==> config.mk <==
export PLATFORM = sky130hd
export DESIGN_NAME = mod_sub_serial
export DESIGN_NICKNAME = d
export VERILOG_FILES = /design/src/rtl/mod_sub_pkg.sv /design/src/rtl/mod_sub_slice.sv /design/src/rtl/mod_sub_serial.sv
export SDC_FILE = /design/constraint.sdc
export NUM_CORES = 2
export LEC_CHECK = 0
export BUFFER_PORTS_ARGS = -buffer_cell sky130_fd_sc_hd__buf_2
export CAP_MARGIN = 40
export CORE_AREA = 5 5 396 398
export DETAILED_ROUTE_END_ITERATION = 10
export DIE_AREA = 0 0 401 403
export PLACE_DENSITY = 0.64
export SLEW_MARGIN = 10
export SYNTH_ARGS = -nofsm -noshare
export SYNTH_HDL_FRONTEND = slang
export SYNTH_SLANG_ARGS = --single-unit
==> constraint.sdc <==
create_clock -name clk -period 11.4 [get_ports clk]
set_input_delay 1.71 -clock clk [delete_from_list [all_inputs] [get_ports clk]]
set_output_delay 1.71 -clock clk [all_outputs]
set_load 0.01 [all_outputs]
==> src/rtl/mod_sub_pkg.sv <==
// Shared types and constants for the chunk-serial modular subtractor.
// Holds the FSM state type, default geometry and the SM2 prime.
package mod_sub_pkg;

    typedef enum logic [1:0] {
        IDLE = 2'd0,
        SUB  = 2'd1,
        FIX  = 2'd2,
        DONE = 2'd3
    } state_t;

    localparam int DEF_WIDTH = 256;
    localparam int DEF_CHUNK = 64;
    localparam int N         = DEF_WIDTH / DEF_CHUNK;
    localparam int CNT_W     = (N > 1) ? $clog2(N) : 1;

    localparam logic [255:0] SM2_P =
        256'hFFFFFFFE_FFFFFFFF_FFFFFFFF_FFFFFFFF_FFFFFFFF_00000000_FFFFFFFF_FFFFFFFF;

    // A single-slice configuration still needs a one-bit counter.
    function automatic int cnt_width(input int slices);
        return (slices > 1) ? $clog2(slices) : 1;
    endfunction

endpackage

==> src/rtl/mod_sub_slice.sv <==
// One CHUNK-bit adder slice; with sub=1 the second operand is inverted so the
// same hardware serves both the subtract pass and the add-back pass.
module mod_sub_slice #(
    parameter int CHUNK = 64
) (
    input  logic [CHUNK-1:0] x,
    input  logic [CHUNK-1:0] y,
    input  logic             sub,
    input  logic             cin,
    output logic [CHUNK-1:0] sum,
    output logic             cout
);

    logic [CHUNK-1:0] y_eff;

    assign y_eff       = sub ? ~y : y;
    assign {cout, sum} = {1'b0, x} + {1'b0, y_eff} + {{CHUNK{1'b0}}, cin};

endmodule

==> src/rtl/mod_sub_serial.sv <==
// Chunk-serial d = (a - b) mod p: one borrow-chain pass over all slices, then
// an add-back pass of p only when the subtraction went negative.
module mod_sub_serial
    import mod_sub_pkg::*;
#(
    parameter int WIDTH = DEF_WIDTH,
    parameter int CHUNK = DEF_CHUNK
) (
    input  logic             clk,
    input  logic             rst_n,
    input  logic             start,
    input  logic [WIDTH-1:0] a,
    input  logic [WIDTH-1:0] b,
    input  logic [WIDTH-1:0] p,
    output logic             busy,
    output logic             done,
    output logic [WIDTH-1:0] d
);

    localparam int SLICES           = WIDTH / CHUNK;
    localparam int CW               = cnt_width(SLICES);
    localparam logic [CW-1:0] LAST  = CW'(SLICES - 1);

    state_t state, next_state;

    logic [WIDTH-1:0] a_sh, b_sh, p_sh, d_work;
    logic [CW-1:0]    cnt;
    logic             flag;
    logic             last;

    logic [CHUNK-1:0] slice_x, slice_y, slice_sum;
    logic             slice_sub, slice_cin, slice_cout;

    assign last = (cnt == LAST);

    mod_sub_slice #(.CHUNK(CHUNK)) u_slice (
        .x    (slice_x),
        .y    (slice_y),
        .sub  (slice_sub),
        .cin  (slice_cin),
        .sum  (slice_sum),
        .cout (slice_cout)
    );

    always_ff @(posedge clk or negedge rst_n) begin
        if (!rst_n) state <= IDLE;
        else        state <= next_state;
    end

    // The borrow out of the final SUB slice decides whether p must be added back.
    always_comb begin
        next_state = state;
        case (state)
            IDLE: if (start) next_state = SUB;
            SUB:  if (last)  next_state = slice_cout ? DONE : FIX;
            FIX:  if (last)  next_state = DONE;
            DONE:            next_state = IDLE;
            default:         next_state = IDLE;
        endcase
    end

    // flag is the pending borrow during SUB and the pending carry during FIX.
    always_comb begin
        slice_x   = '0;
        slice_y   = '0;
        slice_sub = 1'b0;
        slice_cin = 1'b0;
        case (state)
            SUB: begin
                slice_x   = a_sh[CHUNK-1:0];
                slice_y   = b_sh[CHUNK-1:0];
                slice_sub = 1'b1;
                slice_cin = ~flag;
            end
            FIX: begin
                slice_x   = d_work[CHUNK-1:0];
                slice_y   = p_sh[CHUNK-1:0];
                slice_cin = flag;
            end
            default: ;
        endcase
    end

    // d_work rotates: each new slice enters at the top, so after SLICES steps
    // the slices sit in their natural order again.
    always_ff @(posedge clk or negedge rst_n) begin
        if (!rst_n) begin
            a_sh   <= '0;
            b_sh   <= '0;
            p_sh   <= '0;
            d_work <= '0;
            cnt    <= '0;
            flag   <= 1'b0;
            busy   <= 1'b0;
            done   <= 1'b0;
            d      <= '0;
        end else begin
            done <= 1'b0;
            case (state)
                IDLE: begin
                    if (start) begin
                        a_sh <= a;
                        b_sh <= b;
                        p_sh <= p;
                        cnt  <= '0;
                        flag <= 1'b0;
                        busy <= 1'b1;
                    end
                end
                SUB: begin
                    d_work <= {slice_sum, d_work[WIDTH-1:CHUNK]};
                    a_sh   <= a_sh >> CHUNK;
                    b_sh   <= b_sh >> CHUNK;
                    cnt    <= last ? '0 : cnt + CW'(1);
                    flag   <= last ? 1'b0 : ~slice_cout;
                end
                FIX: begin
                    d_work <= {slice_sum, d_work[WIDTH-1:CHUNK]};
                    p_sh   <= p_sh >> CHUNK;
                    cnt    <= last ? '0 : cnt + CW'(1);
                    flag   <= slice_cout;
                end
                DONE: begin
                    d    <= d_work;
                    done <= 1'b1;
                    busy <= 1'b0;
                end
                default: ;
            endcase
        end
    end

endmodule

* After elaboration in Yosys (flattened, before gate mapping)
Cells that the tools add are included.
** Storage, ports and cells
- Register bits after elaboration :: 1287
- Bits of input ports :: 771
- Output and inout bits :: 258
** Cells by class
- $add $sub $neg :: 3
- Eq/ne operators :: 7
- Multiplexer cells :: 25
- Bitwise gates (word level) :: 3
- Reduce and logical (&&, ||, !) cells :: 13
** Operator list (count)
- $pmux 256 s2 :: 3
- $mux 256 :: 3
- $pmux 64 s2 :: 2
- $add 64x64->65 :: 1
- $add 65x1->65 :: 1
- $mux 64 :: 1
- $not 64->64 :: 1
- $mux 2 :: 5
- $reduce_and 2->1 :: 5
- $pmux 2 s4 :: 1
- $reduce_bool 2->1 :: 4
- $eq 2x2->1 const B :: 3
- $mux 1 :: 6
- $ne 2x2->1 const B :: 3
- $pmux 1 s2 :: 2
- $pmux 2 s2 :: 1
- $pmux 1 s3 :: 1
- $reduce_and 3->1 :: 1
- $reduce_bool 3->1 :: 1
- $add 2x1->2 const B :: 1
- $eq 2x1->1 const B :: 1
- $logic_not 2->1 :: 1
- $not 1->1 :: 2
- $reduce_or 2->1 :: 1

* Longest topological paths before layout
- Depth after elaboration :: 9
- Gate-level depth with buffers :: 20
- Depth with buffers taken out :: 17

* Hierarchy
Synthesis repeated with hierarchy kept, for this count alone.
** Unflattened totals
- Cell total of the unflattened synthesis :: 4969
- Area total of the unflattened synthesis :: 58414.8 sq um
** Modules (own cells, without submodules)
- mod_sub_serial :: times used 1, cells an instance 4344, area an instance 54170.7 sq um
- mod_sub_slice :: times used 1, cells an instance 625, area an instance 4244.1 sq um

* Least setup slack after synthesis
Ideal clock, no wire load.
- Path type :: register to register
- From :: register state[0]
- To :: register flag
- Setup time :: 124 ps
- Data arrival time :: 4626 ps
- Path slack :: 6650 ps
- Cell stages (with the launch flop) :: 20
- Period minus slack after synthesis :: 4750 ps
- Path through :: dfrtp_1 -> inv_1 -> ha_1 -> clkbuf_1 -> clkbuf_1 -> buf_1 -> a21o_1 -> a21oi_1 -> fa_1 -> fa_1 -> a21o_1 -> a221o_1 -> nand3_1 -> a21oi_2 -> o21ai_1 -> a21oi_1 -> o2111ai_1 -> a211oi_1 -> o2111a_1 -> a211o_1
** Between the ends
- Longest elaborated chain between the ends :: 9
- Elaborated cells between the ends (all ways) :: 17
- Classes of those cells :: add/sub: 2; eq/ne: 3; mux: 7; bitwise: 2; reduce/logical: 3
** Ends and longest elaborated chain
- start: declaration :: RTL line mod_sub_serial.sv:24 : state_t state, next_state;
- start signal: assignment :: RTL line mod_sub_serial.sv:47 : else state <= next_state;
- $eq 2x2->1 or $eq 2x1->1 (tied branches) :: RTL line mod_sub_serial.sv:68, mod_sub_serial.sv:99
- $pmux 64 s2 :: RTL line mod_sub_serial.sv:68 : case (state)
- $not 64->64 :: RTL line mod_sub_slice.sv:16 : assign y_eff = sub ? ~y : y;
- $mux 64 :: RTL line mod_sub_slice.sv:16
- $add 64x64->65 :: RTL line mod_sub_slice.sv:17 : assign {cout, sum} = {1'b0, x} + {1'b0, y_eff} + {{CHUNK{1'b0}}, cin};
- $add 65x1->65 :: RTL line mod_sub_slice.sv:17
- $not 1->1 :: RTL line mod_sub_serial.sv:115 : flag <= last ? 1'b0 : ~slice_cout;
- $mux 1 :: RTL line mod_sub_serial.sv:115
- $pmux 1 s3 :: RTL line mod_sub_serial.sv:99 : case (state)
- end signal: assignment :: RTL line mod_sub_serial.sv:115
- end signal: assignment :: RTL line mod_sub_serial.sv:121 : flag <= slice_cout;
- end: declaration :: RTL line mod_sub_serial.sv:28 : logic flag;
Parallel ways exist; a longest one is shown, timed or not.
A chain may end at the register's enable or synchronous reset.

* Final worst setup path
Same ends and word-level chain as after synthesis.

==> key figures <==
Placed design
  • DP HPWL: 166,000 um
  • GPL Wtd Cong: about 0.88
  • Post-placement cell count: 7,675
  • Post-Place Worst Slack: 5100 ps
  • I/O Buffers: slightly above 1k
  • Post-DP Area: 64,700 um^2

Clock tree
  • CTS tree: yes
  • Root Buffer: clkbuf_16
  • Clock transition at path regs: 60 ps
  • Clock Tree Buf Depth: 3
  • CTS sink cnt: roughly 1.3k
  • Hold buffers post-CTS: 0
  • CTS resizes: 0
  • Setup Fix Bufs, Post-CTS: 0
  • Clk Latency, worst-skew pair: 810 ps
  • Cts bufs inserted: 146
  • H-tree depth: 4

Timing
  • Clock skew: 47.8 ps
  • Worst-Margin Slew: 1180 ps
  • Period utilization: 55.7%
  • Final Hold Violating Endpoints: 0
  • Total negative setup slack: 0 ps
  • Min cycle time layout: 6350 ps
  • Final worst slack: 5050 ps
  • WHS: 476 ps
  • Maximum clock rate: roughly 0.16 GHz
  • Worst slew margin: 21.1%
  • # setup viols final: 0
  • Unrepaired setup endpoints after global routing: no
  • Final slew viol count: 0

Pwr
  • P_leak: 33.4 nW
  • Max VDD drop: 0.000252 V
  • Power density over the cells: 341 nW/um^2
  • Overall power: 23.9 mW

Finish
  • Final cell area excluding filler cells: between 70,000 and 80,000 um^2
  • Layout cells sized above 1: 31.7%
  • Number of fill cells: 14.2k
  • Most frequent cells in the layout: 1,287 x dfrtp_1, 1,027 x buf_2, 625 x nand2_1
  • Post-layout util: 45.8%
  • Layout Nets: 6,622
  • Area growth syn-to-layout: 21.7%
  • FF/Latch Area: 32,200 um^2
  • Non-filler instance count after layout: approximately 8.0k
  • Multi-input gate area: 24,000 um^2
  • Most common cell after layout, fill and taps aside: dfrtp_1

Yosys
  • Synth cell types: 71
  • Post-synth top flop: dfrtp_1
  • EDFF count, synth: 0
  • Largest area contributor in the netlist: dfrtp_1
  • Yosys warning total: 0
  • Cell area after synthesis: 57,500 um^2
  • Mapped Nets: 5,746
  • Syn Inst Count: 4,904
  • Top cells by area, synth: dfrtp_1 56%, mux2i_1 10%, mux2_2 9.9%, o21ai_0 5.3%, nand2_1 4.1%
  • Sequential element share of the synthesized area: 56.0%
  • Yosys reg bits: 1,287
  • Yosys top cell area share: 56.0%
  • Syn_area_per_cell: 11.7 um^2
  • Synth async-reset ratio: 100%

Flow run
  • Max-cap violations: 0

Min path
  • Hold EP: b_sh[174]
  • Worst hold stages: 2
  • Worst hold path class: flop to flop
  • Hold Path Origin: b_sh[174]

Worst setup path
  • Required @ worst endpoint: 12,080 ps
  • CP Launch Type: flop
  • Crit path max fanout: 75
  • Reg2reg end: flag
  • Crit Path Category: flop to flop
  • Worst Setup End Kind: flop
  • Flop2flop setup slack: 5050 ps
  • Reg2reg start: state[0]
  • Worst Path Arrival: 7020 ps
  • R2r worst-path depth: 15

Drt
  • Vias per Instance: between 5 and 6
  • Post-DRT Antenna Nets: 0
  • DRT Pass-1 Iters: 5
  • Vias: 42.4k
  • DR WL/cell: between 20 and 30 um
  • DRC Markers: 0
  • Initial DRC count: 3,447
  • DRT Wirelength: about 210,000 um

Status
  • Status: finished clean

GRT
  • All-Layer GR Usage: 25.9%
  • Vias in the first global route: approximately 43k
  • Initial antenna violation count: 116
  • Grt ovf: 0
  • First-pass GRT wire length: 308,000 um
  • Largest net degree at the start of global routing: 306

Floorplan
  • Io pins: 1,029
  • Die Area: roughly 160,000 um^2
  • Core ar.: 153,000 um^2
  • Chip Height: 403 um
  • Row count: 144
  • Starting density of the core: 37.6%
  • Die width: between 400 and 500 um
-- registers in the layout, indices dropped and copies added (netlist names) --
name and flops:
a_sh 256, b_sh 256, d 256, d_work 256, p_sh 256, cnt 2
state 2, busy 1, done 1, flag 1
-- power by group --
| part | switching (mW) | internal, mW | total, mW |
|---|---|---|---|
| Combinational | 5.69 | 4.36 | 10.0 |
| Sequential | 2.03 | 6.82 | 8.85 |
| Clock | 2.06 | 2.95 | 5.00 |
-- worst max path at each step --
stage               startpoint   end  slack (ps)  cells past startpoint
global route          state[0]  flag        4780                     16
detailed placement    state[0]  flag        5100                     16
CTS                   state[0]  flag        5080                     16
floorplan             state[0]  flag        6650                     19
finish                state[0]  flag        5050                     15
global placement      state[0]  flag        5270                     16
-- logic make-up after synthesis --
group	after synthesis	synth area share, %
muxes	1084	20.0
buffers and inverters	377	2.50
adders and majority gates	71	1.57
xor gates and xnor gates	61	0.929
and+or+nand+nor	753	5.29
AOI/OAI and AO/OA	1271	13.8
DFF	1287	56.0
-- layout make-up --
type,instances,area share (%)
flip-flops and latches,1287,46.0
multi-input cells,3240,34.3
repair buffers,1083,8.35
clock buffers,206,6.03
well taps,2044,3.65
clock inverters,65,1.40
diodes,58,0.207
inverters,22,0.118
-- worst max-delay path, stage by stage (launching register included) --
cell and delay, ps:
dfrtp_1 510, inv_1 220, ha_4 880, and2_4 700, buf_4 740, a21oi_1 220
ha_1 470, and3_1 250, and3_1 240, and3_1 230, nand2_1 70, a21oi_1 350
o2111ai_1 180, a211oi_1 680, nor3_1 110, a211o_1 250
-- cell usage after synthesis, types with 4 or more instances --
cell      count
a211oi_1      7
mux2i_1     578
nor3_1        9
dfrtp_1    1287
a221oi_1      4
nand3_1      14
buf_2         9
nand2_1     625
o21ai_1      16
buf_1        24
inv_1        22
and3_1        9
nand2b_1      5
xnor2_1      42
a21o_1       97
o21ai_0     610
o211ai_1      9
nor2b_1       6
xor2_1       19
a31oi_1       4
mux2_2      505
a211o_1       5
a21oi_1     199
a21oi_2       7
o21a_1        8
and4_1        4
and2_1        8
ha_1         69
a22o_1      256
clkbuf_1    320
o21bai_1     13
nand4_1      15
nor2_1       46
-- routing by layer --
layer / track usage [%] / wire length (um)
met3: 6.57 / 13900
met1: 35.0 / 94600
met2: 41.3 / 100000
met5: 0 / 361
met4: 7.49 / 5740
(Power assumes the default switching activity.)
